`config.mk`:
```
export PLATFORM = sky130hd
export DESIGN_NAME = fc_ich_mac
export DESIGN_NICKNAME = d
export VERILOG_FILES = /design/src/rtl/fc_ich_mac.sv
export SDC_FILE = /design/constraint.sdc
export NUM_CORES = 2
export LEC_CHECK = 0
export BUFFER_PORTS_ARGS = -buffer_cell sky130_fd_sc_hd__buf_2
export CORE_MARGIN = 1
export CORE_UTILIZATION = 48
export DETAILED_ROUTE_END_ITERATION = 10
export PLACE_DENSITY = 0.65
export RECOVER_POWER = 50
export SKIP_CTS_REPAIR_TIMING = 1
export SLEW_MARGIN = 15
export SYNTH_ARGS = -nofsm -noshare
export SYNTH_HDL_FRONTEND = slang
export SYNTH_SLANG_ARGS = --single-unit
```
`constraint.sdc`:
```
create_clock -name clk -period 11.05 [get_ports clk]
set_input_delay 2.21 -clock clk [delete_from_list [all_inputs] [get_ports clk]]
set_output_delay 2.21 -clock clk [all_outputs]
set_load 0.02 [all_outputs]
```
`src/rtl/fc_ich_mac.sv`:
```
// Fully-connected MAC: ICH_T-wide multiply, adder tree and accumulate over ICH_B beats per neuron.
// Optional FC_MAC_RELU_EN clamps negative results to zero in the output register.
module fc_ich_mac #(
  parameter int unsigned ICH_T  = 10,
  parameter int unsigned ICH_B  = 40,
  parameter int unsigned I_F_BW = 8,
  parameter int unsigned W_BW   = 8,
  parameter int unsigned B_BW   = 16,
  parameter int unsigned ACC_BW = 32
) (
  input  logic                     clk,
  input  logic                     areset,
  input  logic                     i_run,
  input  logic [B_BW-1:0]          i_bias,
  input  logic                     i_in_valid,
  input  logic [ICH_T*I_F_BW-1:0]  i_infmap,
  input  logic [ICH_T*W_BW-1:0]    i_weight,
  output logic                     o_idle,
  output logic                     o_run,
  output logic                     o_en_err,
  output logic                     o_in_err,
  output logic                     o_ot_valid,
  output logic                     o_ot_done,
  output logic [ACC_BW-1:0]        o_ot_acc
);

  localparam int unsigned PW   = I_F_BW + W_BW + 1;
  localparam int unsigned CntW = (ICH_B > 1) ? $clog2(ICH_B) : 1;
  localparam logic [CntW-1:0] CntLast = CntW'(ICH_B - 1);

  typedef enum logic [1:0] {StIdle, StRun, StDrain, StDone} state_e;

  state_e                    state_q, state_d;
  logic [CntW-1:0]           cnt_q, cnt_d;
  logic                      drain_q, drain_d;
  logic signed [PW-1:0]      prod_q [ICH_T];
  logic signed [PW-1:0]      prod_d [ICH_T];
  logic signed [ACC_BW-1:0]  sum_q, sum_d;
  logic signed [ACC_BW-1:0]  acc_q, acc_d;
  logic [ACC_BW-1:0]         result_q, result_d;
  logic                      v1_q, v2_q;
  logic                      valid_q;
  logic                      en_err_q, in_err_q;
  logic                      run_acc, beat_acc;

  // A new neuron may start from idle or directly out of the done cycle.
  assign run_acc  = i_run && ((state_q == StIdle) || (state_q == StDone));
  assign beat_acc = i_in_valid && (state_q == StRun);

  always_comb begin
    state_d = state_q;
    cnt_d   = cnt_q;
    drain_d = 1'b0;
    unique case (state_q)
      StIdle:  if (i_run) state_d = StRun;
      StRun:   if (beat_acc && (cnt_q == CntLast)) state_d = StDrain;
      StDrain: begin
        drain_d = ~drain_q;
        if (drain_q) state_d = StDone;
      end
      StDone:  state_d = i_run ? StRun : StIdle;
    endcase
    if (run_acc) begin
      cnt_d = '0;
    end else if (beat_acc) begin
      cnt_d = cnt_q + 1'b1;
    end
  end

  always_comb begin
    for (int unsigned k = 0; k < ICH_T; k++) begin
      prod_d[k] = PW'($signed({1'b0, i_infmap[k*I_F_BW +: I_F_BW]}))
                * PW'($signed(i_weight[k*W_BW +: W_BW]));
    end
  end

  always_comb begin
    sum_d = '0;
    for (int unsigned k = 0; k < ICH_T; k++) begin
      sum_d = sum_d + ACC_BW'(prod_q[k]);
    end
  end

  always_comb begin
    acc_d = acc_q;
    if (run_acc) begin
      acc_d = ACC_BW'($signed(i_bias));
    end else if (v2_q) begin
      acc_d = acc_q + sum_q;
    end
  end

  always_comb begin
    result_d = result_q;
    if (state_q == StDone) begin
`ifdef FC_MAC_RELU_EN
      result_d = acc_q[ACC_BW-1] ? '0 : acc_q;
`else
      result_d = acc_q;
`endif
    end
  end

  always_ff @(posedge clk) begin
    if (areset) begin
      state_q  <= StIdle;
      cnt_q    <= '0;
      drain_q  <= 1'b0;
      for (int unsigned k = 0; k < ICH_T; k++) prod_q[k] <= '0;
      sum_q    <= '0;
      acc_q    <= '0;
      result_q <= '0;
      v1_q     <= 1'b0;
      v2_q     <= 1'b0;
      valid_q  <= 1'b0;
      en_err_q <= 1'b0;
      in_err_q <= 1'b0;
    end else begin
      state_q  <= state_d;
      cnt_q    <= cnt_d;
      drain_q  <= drain_d;
      if (beat_acc) begin
        for (int unsigned k = 0; k < ICH_T; k++) prod_q[k] <= prod_d[k];
      end
      sum_q    <= sum_d;
      acc_q    <= acc_d;
      result_q <= result_d;
      v1_q     <= beat_acc;
      v2_q     <= v1_q;
      valid_q  <= (state_q == StDone);
      if (i_run && ((state_q == StRun) || (state_q == StDrain))) en_err_q <= 1'b1;
      if (i_in_valid && (state_q != StRun)) in_err_q <= 1'b1;
    end
  end

  assign o_idle     = (state_q == StIdle);
  assign o_run      = (state_q != StIdle);
  assign o_en_err   = en_err_q;
  assign o_in_err   = in_err_q;
  assign o_ot_valid = valid_q;
  assign o_ot_done  = valid_q;
  assign o_ot_acc   = result_q;

endmodule

```
==> metrics.txt <==
Total GRT Usage 0.215; top cells by area, synth fa_1 28%, ha_1 17%, edfxtp_1 14%; Worst-Margin Slew 3.06 ns; crit path time final 7.41 ns; Most used DFF post-synth edfxtp_1; Final ANT Viol Nets 0; Setup WS pre-CTS 4.37 ns; Seq cells post-synth 274; iteration-0 DRC count of the detailed router 1078; Multi-input gate area 26600 um2; Via Count 25500; fmax 0.135 GHz; # DRC 0; placed cell area 38900 um2; largest net degree at the start of global routing 83; worst path bufs/invs 3; setup TNS 0 ns; Net count, final 5203; die height 279 um; Startpoint Class primary input; Post-Route WL 81.1 mm; CTS Buffer Depth 3; Arr. time, crit path 7.58 ns; final hold vios 0; via/cell ratio 5.07; post-synth net total 4996; most frequent cell after synthesis inv_1; Async S/R FF share, synth 0; IO Count 218; Crit Path Category primary input to register; status complete, but fails checks; CTS H-tree depth 1; die area 77600 um2; die width 279 um; CTS Buf Count 29; global-route wire length before repair 135 mm; Yosys top cell by area fa_1; CTS tree done; Layout area overhead 8.36%; final setup margin 3.64 ns; max_cap viols 4; synthesis warning total 0; synthesized area 36700 um2; Cell variety after synth 65; Worst EP required 11.22 ns; Slew headroom -1.04; Reg area 7190 um2; most frequent CP cell clkbuf_1; core area 75800 um2; Setup crit end kind register; later-pin clock latency in the skew report 0.56 ns; fin area 39800 um2; max incr delay on CP 2.27 ns; Top Family by Delay on Critical Path buffers and inverters; layout cells sized above 1 0.0629; HPWL after detailed placement 68.1 mm; Slew Limit Fails 209; total grt overflow 0; failing checks capacitance limit, slew limit; Post-synth EDFFs 170; hold crit path type register to register; CP cell instances clkbuf_1 > nand2b_1 > clkbuf_1 > buf_4; row count 101; fill count 7069; Syn Inst Count 3812; routability cong. 0.868; slowest CP cell nand2b_1; RSZ-0062 raised after global routing no; ant diodes 0; initial antenna violation count 1; top cell type's share of synthesized area 0.279; Synth Area per Inst 9.64 um2; Starting Density 0.484; wire per inst 16.2 um; worst clock skew 0.00990 ns; most frequent cells after synthesis 743 x inv_1, 512 x fa_1, 492 x ha_1; vias in the first global route 26200; Worst-path clk slew 0.06 ns; DRT Pass-1 Iters 5; post-synthesis sequential area ratio 0.196; period utilisation layout 0.671; CTS root buf clkbuf_16; port bufs 217; CP Max Fanout 82; final setup fails 0; CTS Sinks 274
## cells by family (layout without fill, tap and decap cells)
family / count (synthesis) / count (layout) / synth area share
AND/OR/NAND/NOR: 1169 / 1169 / 0.160
multiplexers: 48 / 48 / 0.0131
AO/OA/AOI/OAI: 371 / 371 / 0.0668
XOR/XNOR: 155 / 155 / 0.0370
buffers and inverters: 791 / 1020 / 0.0812
flip-flops: 274 / 274 / 0.196
adder cells (fa/ha/maj): 1004 / 1004 / 0.447
## layout make-up
class | instances | area share
multi-input cells | 2747 | 0.667
flip-flops and latches | 274 | 0.181
inverters | 743 | 0.0701
well taps | 978 | 0.0307
repair buffers | 224 | 0.0271
clock buffers | 38 | 0.0207
clock inverters | 15 | 0.00349
## state kept, by name (all words and copies together) (netlist names)
name and count:
prod_q 170, acc_q 32, o_ot_acc 32, sum_q 26
cnt_q 6, state_q 2, drain_q 1, o_en_err 1
o_in_err 1, o_ot_done 1, v1_q 1, v2_q 1
## cells in the final DEF, fill, tap and decap left out, types with 28 or more instances in the layout
| master | synthesis | final |
|---|---|---|
| inv_1 | 743 | 743 |
| fa_1 | 512 | 512 |
| ha_1 | 492 | 491 |
| and2_1 | 360 | 341 |
| nand2_1 | 296 | 296 |
| nor2_1 | 259 | 259 |
| buf_2 | 0 | 177 |
| edfxtp_1 | 170 | 170 |
| a21oi_1 | 110 | 110 |
| dfxtp_1 | 104 | 104 |
| nand2b_1 | 91 | 91 |
| xnor2_1 | 89 | 89 |
| xor2_1 | 66 | 66 |
| o21ai_0 | 63 | 63 |
| a21o_1 | 49 | 49 |
| mux2i_1 | 48 | 48 |
| clkbuf_1 | 41 | 48 |
| nor3_1 | 43 | 43 |
| o21bai_1 | 31 | 31 |
| nor2b_1 | 31 | 31 |
| clkbuf_16 | 0 | 31 |
| nand3_1 | 28 | 28 |
## per-layer routing
metal	vias to the layer above	track usage	wire, um
met1	12500	0.295	37000
li1	12500	-	-
met3	67	0.0135	2150
met4	0	0.0290	1070
met5	-	0	0
met2	379	0.382	40900
## stage by stage
step,utilization,std cells,hold slack (ns)
finish,0.525,5019,0.413
global route,0.525,5019,0.436
CTS,0.526,5019,0.418
detailed placement,0.513,4966,0.411
global placement,0.513,4966,0.408
floorplan,-,3812,0.396
## path summary, 6_finish.rpt
check | start | endpoint | slack [ns] | cells past startpoint
worst min-delay path | drain_q | drain_q | 0.41 | 1
worst max-delay path | areset | prod_q[1][10] | 3.64 | 4
worst min register to register | drain_q | drain_q | 0.41 | 1
worst max register to register | state_q[1] | prod_q[1][10] | 5.26 | 6
## worst reg2reg max path, stage by stage, from the launching register on
cell      delay (ns)
dfxtp_1         0.35
inv_1           0.09
ha_1            0.26
nand2_1         0.12
nand2b_1        2.05
clkbuf_1        1.49
buf_4           0.97
Power is not shown: default switching activity piles up to over one toggle a cycle in this logic, so the estimate is an artifact.
